===== src/rtl/nrzi_eop_encoder_pkg.sv =====
// Shared USB transmit-path types: line states, NRZI/EOP FSM states and J-state line levels.
package usb_pkg;

  typedef enum logic [1:0] {LS_J, LS_K, LS_SE0} line_state_t;
  typedef enum logic [1:0] {NE_IDLE, NE_ACTIVE, NE_EOP, NE_EOP_J} nrzi_state_t;

  localparam logic J_DP = 1'b1;
  localparam logic J_DM = 1'b0;
  localparam int unsigned CNT_W = 4;

  // {dp, dm} for a line state; SE1 has no encoding so it can never be driven.
  function automatic logic [1:0] line_bits(input line_state_t ls);
    case (ls)
      LS_J:    line_bits = {J_DP, J_DM};
      LS_K:    line_bits = {~J_DP, ~J_DM};
      default: line_bits = 2'b00;
    endcase
  endfunction

endpackage


===== src/rtl/nrzi_eop_encoder_counter.sv =====
// Free-running up counter with synchronous active-high reset and synchronous clear.
module sync_counter #(
  parameter int unsigned W = 4
) (
  input  logic         clk,
  input  logic         rst,
  input  logic         en,
  input  logic         clr,
  output logic [W-1:0] count
);

  always_ff @(posedge clk) begin
    if (rst || clr)
      count <= '0;
    else if (en)
      count <= count + W'(1);
  end

endmodule


===== src/rtl/nrzi_eop_encoder.sv =====
// NRZI line encoder with EOP generation (SE0 x EOP_SE0_BITS, then one J) for the USB transmit path.
module nrzi_eop_encoder
  import usb_pkg::*;
#(
  parameter int unsigned EOP_SE0_BITS = 2
) (
  input  logic clk,
  input  logic rst,
  input  logic start_nrzi,
  input  logic s_in,
  input  logic done,
  output logic dp,
  output logic dm,
  output logic oe,
  output logic busy,
  output logic eop_done
);

  localparam logic [CNT_W-1:0] SE0_LAST = CNT_W'(EOP_SE0_BITS - 1);

  nrzi_state_t      state;
  logic             lvl;
  logic             lvl_next;
  logic [CNT_W-1:0] se0_cnt;
  logic             cnt_en;
  logic             cnt_clr;

  // A 1 holds the line level, a 0 toggles it; lvl==J_DP means the line sits at J.
  assign lvl_next = s_in ? lvl : ~lvl;
  assign busy     = (state != NE_IDLE);
  assign cnt_en   = (state == NE_EOP);
  assign cnt_clr  = (state == NE_ACTIVE) && done;

  sync_counter #(.W(CNT_W)) u_se0_cnt (
    .clk   (clk),
    .rst   (rst),
    .en    (cnt_en),
    .clr   (cnt_clr),
    .count (se0_cnt)
  );

  always_ff @(posedge clk) begin
    if (rst) begin
      state    <= NE_IDLE;
      lvl      <= J_DP;
      {dp, dm} <= line_bits(LS_J);
      oe       <= 1'b0;
      eop_done <= 1'b0;
    end else begin
      eop_done <= 1'b0;
      case (state)
        NE_IDLE: begin
          if (start_nrzi) begin
            state    <= NE_ACTIVE;
            lvl      <= J_DP;
            {dp, dm} <= line_bits(LS_J);
            oe       <= 1'b1;
          end
        end
        NE_ACTIVE: begin
          // s_in is only consulted here, so X in IDLE or on the done cycle stays off the line.
          if (done) begin
            state    <= NE_EOP;
            {dp, dm} <= line_bits(LS_SE0);
          end else begin
            lvl      <= lvl_next;
            {dp, dm} <= line_bits((lvl_next == J_DP) ? LS_J : LS_K);
          end
        end
        NE_EOP: begin
          if (se0_cnt == SE0_LAST) begin
            state    <= NE_EOP_J;
            {dp, dm} <= line_bits(LS_J);
            eop_done <= 1'b1;
          end
        end
        NE_EOP_J: begin
          state    <= NE_IDLE;
          lvl      <= J_DP;
          {dp, dm} <= line_bits(LS_J);
          oe       <= 1'b0;
        end
        default: begin
          state <= NE_IDLE;
        end
      endcase
    end
  end

endmodule


===== config.mk =====
export PLATFORM = sky130hd
export DESIGN_NAME = nrzi_eop_encoder
export DESIGN_NICKNAME = d
export VERILOG_FILES = /design/src/rtl/nrzi_eop_encoder_pkg.sv /design/src/rtl/nrzi_eop_encoder_counter.sv /design/src/rtl/nrzi_eop_encoder.sv
export SDC_FILE = /design/constraint.sdc
export NUM_CORES = 1
export LEC_CHECK = 0
export CORE_AREA = 8 8 45 47
export CTS_BUF_LIST = sky130_fd_sc_hd__clkbuf_4 sky130_fd_sc_hd__clkbuf_8
export DETAILED_ROUTE_END_ITERATION = 8
export DIE_AREA = 0 0 53 55
export GPL_TIMING_DRIVEN = 0
export PLACE_DENSITY = 0.73
export SLEW_MARGIN = 10
export SYNTH_ARGS = -nofsm -noshare
export SYNTH_HDL_FRONTEND = slang
export SYNTH_SLANG_ARGS = --single-unit

===== constraint.sdc =====
create_clock -name clk -period 2 [get_ports clk]
set_input_delay 0.5 -clock clk [delete_from_list [all_inputs] [get_ports clk]]
set_output_delay 0.5 -clock clk [all_outputs]
set_load 0.005 [all_outputs]

==> flow_summary_export.csv <==
group,metric,value,unit
setup_path,critPathMaxFanout,5,
timing,tightestPinTransition,0.322,ns
cts,cts_made_buffers,3,
yosys,synth_seq_cells,11,
timing,maxSlewHeadroom,0.783,
route,via_count,507,
yosys,seq_area_frac_synth,0.343,
global_route,grt_usage,0.0981,
timing,setup_viol_count_final,0,
placement,port_buffers,8,
global_route,grt_max_degree,11,
cts,htree_levels,1,
yosys,synth.largest_area_cell,"dfxtp_1",
yosys,synth_edf_count,0,
floorplanning,rows,14,
placement,placed_cell_area,742,um2
global_route,grt_antenna_before_repair,0,
global_route,grt-ovfl-total,0,
pwr,power.total,933,uW
floorplanning,dieHeight,55,um
setup_path,worstPathRequired,1.50,ns
yosys,syn_inst,68,
cts,clock_sinks,11,
setup_path,endpoint_kind,"output port",
yosys,yosysMostFrequentCell,"dfxtp_1",
finish,postLayoutCellArea,790,um2
cts,cts_tree,"done",
timing,rsz0062_at_grt,"false",
global_route,grt_pass1_vias,483,
floorplanning,die_w,53,um
route,drt_iter0_drc,9,
timing,fmax,513,MHz
floorplanning,die_area,0.00292,mm2
cts,cts_setup_buffers,0,
route,route.detailed.drc,0,
setup_path,max_stage_delay,0.49,ns
route,drtAntennaViolNets,0,
route,routed_wl,1.21,mm
setup_path,critPathBufInv,3,
global_route,grt_pass1_wl,2.08,mm
finish,area.growth.synth_to_final,23.0,%
yosys,syn-cell-area,642,um2
pwr,vdd_drop_max,0.000550,V
yosys,yosys_warnings,0,
timing,final-max-slew-violation-count,0,
cts,cts-root-buf,"clkbuf_4",
cts,clock_latency,0.29,ns
finish,diodes,0,
cts,clk_transition_reported_paths,0.08,ns
yosys,yosysTopAreaCellShare,0.343,
finish,regArea,228,um2
route,drtPass1Iterations,4,
yosys,syn_area_per_cell,9.44,um2
yosys,synth.area.top_cells,"dfxtp_1, ha_1, nand2b_1",
yosys,syn_nets,80,
min_path,hp-class,"primary input to flip-flop",
finish,multi_input_area,393,um2
timing,hold_violations,0,
setup_path,crit_slowest_cell,"clkdlybuf4s50_1",
route,vias_per_cell,5.28,
setup_path,cpLargestDelayFamily,"buffers and inverters",
setup_path,crit_path_cell_trace,"inv_1 -> ha_4 -> inv_1 -> clkdlybuf4s50_1",
placement,gp_congestion,0.765,
yosys,synth_cell_type_count,28,
placement,dp_hpwl,898,um
finish,layout-drive-gt1-share,0.150,
finish,fin_util,0.571,
setup_path,critPathLaunchType,"flip-flop",
cts,clk_path_buf_depth,2,
outcome,outcome,"finished, final reports clean",
timing,period_minus_slack,1.95,ns
route,wl_per_cell,12.6,um
floorplanning,ios,10,
pwr,cellPowerDensity,1180,mW/mm2
yosys,async_reset_ff_frac,0,
floorplanning,coreArea,0.00138,mm2
timing,whs,0.445,ns
pwr,power_leakage,0.317,nW
timing,finalCritPeriodShare,0.974,
setup_path,cp_common_cell,"inv_1",
job,drv_cap,0,
setup_path,critPathArrivalTime,1.45,ns
timing,fin_tns_setup,0,ns
timing,skew,0.00464,ns
finish,layout.nets,93,
setup_path,critPathKind,"flip-flop to output port",
floorplanning,initial_utilization,0.464,
finish,fillers,121,
yosys,synth_ff_type,"dfxtp_1",
yosys,synth_common_cells,"dfxtp_1, ha_1, inv_1",
-- layout by cell type, fill, tap and decap left out, drive strengths merged, types with 3 or more instances in the layout --
cell	synthesis	layout
clkdlybuf4s50	0	8
clkbuf	0	3
inv	7	7
o21ai	3	3
ha	7	7
nor2	5	5
nand2b	6	6
dfxtp	11	11
a31oi	3	3
-- worst paths after layout --
path | startpoint | to | slack [ns] | depth (start not counted)
hold / removal | rst | oe$_SDFFE_PP0P_ | 0.44 | 2
setup reg to reg | u_se0_cnt.count[0]$_SDFFE_PP0N_ | dm$_SDFFE_PP0P_ | 0.45 | 4
hold reg to reg | oe$_SDFFE_PP0P_ | oe$_SDFFE_PP0P_ | 0.48 | 2
setup / recovery | state[1]$_SDFFE_PP0P_ | busy | 0.05 | 4
-- metal layers --
metal	global-route usage	wire length, um	up-vias
met3	0.0241	62	5
met5	0	0	-
met2	0.148	520	11
met1	0.112	576	233
met4	0.0905	46	0
li1	-	-	258
-- registers in the layout (all words and copies together), names as in the netlist --
register         cells
state                2
lvl                  1
u_se0_cnt.count      4
dm                   1
eop_done             1
oe                   1
dp                   1
-- cell families (layout without fill, tap and decap cells) --
kind of cell             after synthesis  after routing  synth area share
flip-flops                            11             11             0.343
buffers and inverters                  9             21            0.0643
adder cells (fa/ha/maj)                7              7             0.136
AO/OA/AOI/OAI                         16             16             0.199
XOR/XNOR                               4              4            0.0546
multiplexers                           1              1            0.0156
AND/OR/NAND/NOR                       20             20             0.187
-- metrics by stage --
step           instances  worst slack (ns)
3_3_place_gp          92             0.212
4_1_cts               96            0.0141
6_report              96            0.0523
3_5_place_dp          92             0.204
2_1_floorplan         68             0.565
5_1_grt               96            0.0105
-- repair_timing --
action	CTS	global route
endpoints found under the setup margin	1	1
endpoints found under the hold margin	0	0
hold buffers	0	0
resized for setup	3	4
-- power by group --
| part | internal [mW] | switching, mW |
|---|---|---|
| Clock | 0.0744 | 0.0932 |
| Combinational | 0.222 | 0.220 |
| Sequential | 0.278 | 0.0454 |
-- layout make-up --
class | instances | area share
clock buffer | 3 | 0.0285
inverter | 7 | 0.0333
sequential | 11 | 0.288
clock inverter | 1 | 0.00634
timing repair buffer | 8 | 0.101
buffer | 2 | 0.0190
multi-input combinational | 48 | 0.498
tap | 16 | 0.0254
(Power assumes the default switching activity.)
